### config.mk
export PLATFORM = sky130hd
export DESIGN_NAME = master_in_port
export DESIGN_NICKNAME = d
export VERILOG_FILES = /design/src/rtl/master_in_port.sv
export SDC_FILE = /design/constraint.sdc
export NUM_CORES = 1
export LEC_CHECK = 0
export BUFFER_PORTS_ARGS = -buffer_cell sky130_fd_sc_hd__buf_2
export CELL_PAD_IN_SITES_DETAIL_PLACEMENT = 1
export CELL_PAD_IN_SITES_GLOBAL_PLACEMENT = 1
export CORE_MARGIN = 2
export CORE_UTILIZATION = 47
export DETAILED_ROUTE_END_ITERATION = 10
export HOLD_SLACK_MARGIN = 0.03
export PLACE_DENSITY_LB_ADDON = 0.3
export SYNTH_ARGS = -nofsm -noshare
export SYNTH_HDL_FRONTEND = slang
export SYNTH_SLANG_ARGS = --single-unit
### constraint.sdc
create_clock -name clk -period 5.3 [get_ports clk]
set_input_delay 0.265 -clock clk [delete_from_list [all_inputs] [get_ports clk]]
set_output_delay 0.265 -clock clk [all_outputs]
set_load 0.02 [all_outputs]
### src/rtl/master_in_port.sv
// Serial-to-parallel receive port: accepts a burst on a valid/ready handshake,
// then shifts in LSB-first words back to back and pulses on each word and at frame end.
module master_in_port #(
  parameter int DATA_WIDTH  = 8,
  parameter int BURST_WIDTH = 12
) (
  input  logic                   clk,
  input  logic                   reset,
  input  logic                   rx_en,
  input  logic [BURST_WIDTH-1:0] burst_len,
  input  logic                   slave_valid,
  input  logic                   rx_data,
  output logic                   master_ready,
  output logic [DATA_WIDTH-1:0]  dataout,
  output logic                   data_valid,
  output logic                   rx_done,
  output logic                   rx_busy,
  output logic [BURST_WIDTH-1:0] word_count
);

  localparam int CNT_W = (DATA_WIDTH > 1) ? $clog2(DATA_WIDTH) : 1;
  localparam logic [CNT_W-1:0] LAST_BIT = CNT_W'(DATA_WIDTH - 1);

  typedef enum logic [1:0] {
    IDLE    = 2'd0,
    RECEIVE = 2'd1,
    DONE    = 2'd2
  } state_t;

  state_t                 state_q, state_d;
  logic [CNT_W-1:0]       bit_cnt_q, bit_cnt_d;
  logic [DATA_WIDTH-1:0]  shift_q, shift_d;
  logic [DATA_WIDTH-1:0]  dataout_q, dataout_d;
  logic                   data_valid_q, data_valid_d;
  logic                   rx_done_q, rx_done_d;
  logic [BURST_WIDTH-1:0] word_count_q, word_count_d;
  logic [BURST_WIDTH-1:0] len_q, len_d;

  always_comb begin
    state_d      = state_q;
    bit_cnt_d    = bit_cnt_q;
    shift_d      = shift_q;
    dataout_d    = dataout_q;
    data_valid_d = 1'b0;
    rx_done_d    = 1'b0;
    word_count_d = word_count_q;
    len_d        = len_q;
    case (state_q)
      IDLE: begin
        if (slave_valid && rx_en) begin
          len_d        = (burst_len == '0) ? BURST_WIDTH'(1) : burst_len;
          bit_cnt_d    = '0;
          word_count_d = '0;
          state_d      = RECEIVE;
        end
      end
      RECEIVE: begin
        shift_d[bit_cnt_q] = rx_data;
        bit_cnt_d          = bit_cnt_q + CNT_W'(1);
        if (bit_cnt_q == LAST_BIT) begin
          bit_cnt_d    = '0;
          dataout_d    = shift_d;
          data_valid_d = 1'b1;
          word_count_d = word_count_q + BURST_WIDTH'(1);
          // Compare against the incremented count so the last word goes straight to DONE.
          if (word_count_d == len_q) state_d = DONE;
        end
      end
      DONE: begin
        rx_done_d = 1'b1;
        state_d   = IDLE;
      end
      default: state_d = IDLE;
    endcase
  end

  always_ff @(posedge clk or negedge reset) begin
    if (!reset) begin
      state_q      <= IDLE;
      bit_cnt_q    <= '0;
      shift_q      <= '0;
      dataout_q    <= '0;
      data_valid_q <= 1'b0;
      rx_done_q    <= 1'b0;
      word_count_q <= '0;
      len_q        <= BURST_WIDTH'(1);
    end else begin
      state_q      <= state_d;
      bit_cnt_q    <= bit_cnt_d;
      shift_q      <= shift_d;
      dataout_q    <= dataout_d;
      data_valid_q <= data_valid_d;
      rx_done_q    <= rx_done_d;
      word_count_q <= word_count_d;
      len_q        <= len_d;
    end
  end

  assign master_ready = (state_q == IDLE) && rx_en;
  assign rx_busy      = (state_q == RECEIVE) || (state_q == DONE);
  assign dataout      = dataout_q;
  assign data_valid   = data_valid_q;
  assign rx_done      = rx_done_q;
  assign word_count   = word_count_q;

endmodule

# Word-level counts from Yosys, hierarchy flattened
# Index checks and enable logic that the tools add are counted.
[word_totals]
in_bits = 17
ff_bits = 47
wordCells = 48
[op_classes]
n_mux = 17
order_cmp = 2
n_reduce_logical = 12
n_addsub = 2
n_eq_ne = 7
[ops]
columns = ["cell", "count"]
rows = [
  ["12-bit two-way mux", 3],
  ["12-bit case mux with 2 select lines", 1],
  ["12-bit by 1-bit adder with 12-bit output (second input constant)", 1],
  ["12-bit == test", 1],
  ["12-bit zero test", 1],
  ["8-bit bitwise mux", 1],
  ["2-bit two-way mux", 3],
  ["3-bit two-way mux", 2],
  ["2-bit inequality test (second input constant)", 3],
  ["3-bit case mux with 2 select lines", 1],
  ["2-bit AND reduction", 3],
  ["3-bit AND reduction", 2],
  ["3-bit by 4-bit < comparator with 1-bit output (second input constant)", 1],
  ["1-bit two-way mux", 4],
  ["2-bit case mux with 2 select lines", 1],
  ["3-bit by 1-bit adder with 3-bit output (second input constant)", 1],
  ["1-bit demux with 3-bit select", 1],
  ["3-bit == test (second input constant)", 1],
  ["3-bit by 1-bit >= comparator with 1-bit output (second input constant)", 1],
  ["1-bit logical AND", 3],
  ["2-bit by 1-bit == test with 1-bit output (second input constant)", 1],
  ["2-bit == test (second input constant)", 1],
  ["2-bit zero test", 1],
  ["2-bit nonzero test", 1],
  ["1-bit logical OR", 1],
]

# Longest topological paths before layout
[logic_depth]
word_depth = 5
depth_mapped = 9

# Worst setup path after synthesis
# OpenSTA, ideal clock, no wires.
[synth_path]
kind = "register to register"
startpoint = "register word_count_q[0], in the netlist word_count[0]"
endpoint = "register state_q[0]"
slack_ps = 3160
setup_time_ps = 125
n_path_buf = 0
arrival_ps = 2015
stages_incl_launch_ff = 6
synth_period_minus_slack_ps = 2140
required_time_ps = 5175
cell_sequence = "dfrtp_1 ha_1 or4b_4 a211oi_2 a41oi_1 mux2_4"
[synth_via]
elab_chain_len = 4
[synth_lines]
columns = ["element", "line_no", "rtl"]
rows = [
  ["from (decl)", "36", "logic [BURST_WIDTH-1:0] word_count_q, word_count_d;"],
  ["from (signal assigned)", "94", "word_count_q <= word_count_d;"],
  ["12-bit by 1-bit adder with 12-bit output", "64", "word_count_d = word_count_q + BURST_WIDTH'(1);"],
  ["12-bit == test", "66", "if (word_count_d == len_q) state_d = DONE;"],
  ["2-bit inequality test (no line)", "n/a", ""],
  ["3-bit AND reduction (no line)", "n/a", ""],
  ["to (signal assigned)", "88", "state_q <= state_d;"],
  ["to (decl)", "30", "state_t state_q, state_d;"],
]
# No other way between the ends.
# A chain may end at the register's enable or synchronous reset.

# Worst setup path after layout
[layout_path]
startpoint = "register bit_cnt_q[0]"
endpoint = "register word_count_q[7], in the netlist word_count[7]"
[layout_via]
elab_chain_len = 3
[layout_lines]
columns = ["element", "line_no", "rtl"]
rows = [
  ["from (decl)", "31", "logic [CNT_W-1:0] bit_cnt_q, bit_cnt_d;"],
  ["from (signal assigned)", "89", "bit_cnt_q <= bit_cnt_d;"],
  ["3-bit == test", "60", "if (bit_cnt_q == LAST_BIT) begin"],
  ["2-bit inequality test (no line)", "n/a", ""],
  ["3-bit AND reduction (no line)", "n/a", ""],
]
# No other way between the ends.

==> results.py <==
metrics = {
    "clocking": {
        "cts_sinks": 47,
        "clkLatencyLatePin_ns": 0.31,
        "root_buffer": "clkbuf_8",
        "cts_tree": "built",
        "clockBufferDepth": 2,
        "cts_made_buffers": 5,
        "h-tree-depth": 2,
        "clkTransAtPathRegs_ns": 0.09,
        "cts_hold_buf": 0,
        "cts-resized-gates": 0,
        "cts_setup_buffers": 0,
    },
    "sta": {
        "final_hold_viol_count": 0,
        "finalMaxSlewViolations": 0,
        "clock.fmax_mhz": 344,
        "finalCritPeriodShare": 0.548,
        "slew_headroom": 0.175,
        "final.setup.worst_slack_ns": 2.40,
        "period_needed_ns": 2.90,
        "tns_ns": 0,
        "grt_setup_unrepaired": "no",
        "worst_pin_slew_ns": 1.22,
        "finalSetupViolCount": 0,
        "skew_ns": 0.00409,
    },
    "logic_synthesis": {
        "synth-edff-count": 0,
        "synth-seq-area-share": 0.454,
        "synth-main-ff-cell": "dfrtp_1",
        "synth_top_family_by_area": "simple AND/OR/NAND/NOR gates",
        "synth.distinct_cells": 44,
        "synth_cells": 256,
        "synth_area_per_cell_um2": 10.1,
        "synthMuxAreaShare": 0.119,
        "async_flop_share": 1.00,
        "synth_area_mm2": 0.00259,
        "yosysMostFrequentCell": "dfrtp_1",
        "synth-seq-cells": 47,
        "yosys_warnings": 0,
        "synthSimpleGateAreaFrac": 0.183,
        "synth_area_leaders": "dfrtp_1 44%, mux2_2 8.3%, xnor2_1 5.1%",
        "yosysTopAreaCell": "dfrtp_1",
        "synth_top_area_share": 0.444,
        "synthXorXnorAreaFrac": 0.0608,
        "synth_fp_nets": 281,
        "synth_compound_area_frac": 0.106,
        "synthTopCellsByCount": "46 x dfrtp_1, 24 x nand2_1, 24 x nor2_1",
        "yosys.area_share.adder": 0.0386,
    },
    "placement": {
        "portBuffers": 40,
        "gp_congestion": 0.765,
        "detailedPlace.worstSlack_ns": 2.45,
        "dp_hpwl_mm": 4.19,
    },
    "detailed_routing": {
        "wirelength_mm": 5.69,
        "ant_nets": 0,
        "via_per_inst": 5.57,
        "via_count": 2000,
        "drt_iter0_drc": 91,
        "drc": 0,
        "wl_per_cell_um": 15.9,
        "drtPass1Iterations": 4,
    },
    "pwr": {
        "ir_drop_mv": 0.245,
        "power_leakage_nw": 1.26,
        "cellPowerDensity_mw_per_mm2": 432,
        "power_w": 0.00125,
    },
    "min_path": {
        "min_path_type": "input port to async pin",
    },
    "critical_path": {
        "path_max_fanout": 20,
        "critPathRequiredTime_ns": 5.50,
        "path_delay_family": "compound AO/OA/AOI/OAI gates",
        "critical_path_class": "register to register",
        "crit_path_cell_trace": "ha_1, ha_1, and2_1, o21ai_0, o21ai_0, o41ai_1",
        "r2r-start": "bit_cnt_q[0]",
        "crit_path_start": "bit_cnt_q[0]",
        "critPathArrivalTime_ns": 3.10,
        "cp_num_buf_inv": 0,
        "worst_path_max_delay_cell": "o21ai_0",
        "cp-end-kind": "register",
        "slowest_delay_ns": 1.04,
        "start_kind": "register",
    },
    "floorplan": {
        "die_w_um": 78.3,
        "core_area_mm2": 0.00541,
        "die_area_mm2": 0.00612,
        "start_util": 0.479,
        "ioPinCount": 41,
        "dieHeight_um": 78.3,
        "rows": 27,
    },
    "job": {
        "cap_violations": 0,
    },
    "grt": {
        "gr-usage-all-layers": 0.203,
        "grt_max_degree": 48,
        "grt_first_pass_wirelength_mm": 9.69,
        "antenna_found_initial": 0,
        "overflow": 0,
        "grt_pass1_vias": 1961,
    },
    "layout": {
        "drive_gt1_frac": 0.268,
        "antenna_cells": 0,
        "final_nets": 311,
        "area.growth.synth_to_final_pct": 11.4,
    },
    "outcome": {
        "status": "finished, final reports clean",
    },
}
layout make-up:
type                    instances  area [um^2]
well taps                      72         90.1
clock buffers                   5         68.8
inverters                       4         15.0
repair buffers                 40          200
multi-input cells             188         1320
flip-flops and latches         47         1180
fillers                       622         2520
clock inverters                 3         20.0
path summary, 6_finish.rpt:
kind,depth (start not counted),slack (ns),end
worst min-delay path,1,0.13,word_count[7]
min in group clk,2,0.21,len_q[10]
worst min register to register,1,0.51,shift_q[6]
worst max register to register,6,2.40,word_count[7]
max in group asynchronous,1,4.54,len_q[9]
worst max-delay path,6,2.40,word_count[7]
per-layer routing:
metal  global-route usage  routed length [um]
met1                0.299                2770
met4               0.0737                  82
met3               0.0356                 308
met2                0.303                2530
met5                    0                   0
power by group:
part | internal [W] | switching (W) | total, W
logic | 0.000221 | 0.000246 | 0.000467
registers | 0.000472 | 0.0000931 | 0.000565
clock network | 0.0000918 | 0.000124 | 0.000216
total | 0.000785 | 0.000463 | 0.00125
logic make-up after synthesis:
family / count (synthesis)
DFF: 47
muxes: 28
AOI/OAI and AO/OA: 45
and+or+nand+nor: 89
xor gates and xnor gates: 18
adders and majority gates: 8
buffers and inverters: 21
sequential cells by signal (all words and copies together) (netlist names):
name and flops:
len_q 12, rx_done 1, data_valid 1, dataout 8, shift_q 8, state_q 2, word_count 12, bit_cnt_q 3
stage by stage:
stage	hold WS [ns]	utilization	instance area (um^2)	instances
after detailed placement	0.496	0.518	2800	351
final	0.133	0.534	2890	359
after floorplan	-0.0306	-	2590	256
after global routing	0.197	0.534	2890	359
after global placement	0.485	0.518	2800	351
after CTS	0.174	0.534	2890	359
placed cells by master (no fill, tap or decap), types with 2 or more instances in the layout:
| cell | instances |
|---|---|
| nor3_1 | 4 |
| clkinvlp_4 | 2 |
| clkbuf_8 | 5 |
| ha_1 | 8 |
| dfrtp_1 | 46 |
| mux2_2 | 19 |
| o31ai_1 | 3 |
| nand2_1 | 24 |
| nand2b_1 | 3 |
| and2_1 | 5 |
| nand4_1 | 6 |
| a21oi_1 | 9 |
| mux2i_1 | 8 |
| nor3_2 | 2 |
| nor2_1 | 24 |
| xnor2_1 | 15 |
| nor4_1 | 3 |
| buf_2 | 40 |
| inv_1 | 4 |
| o21ai_0 | 22 |
| a31oi_1 | 2 |
| nor2b_1 | 4 |
| nand3_1 | 6 |
| o41ai_1 | 2 |
| xor2_1 | 3 |
No activity file was read; power rests on OpenSTA's default activity.
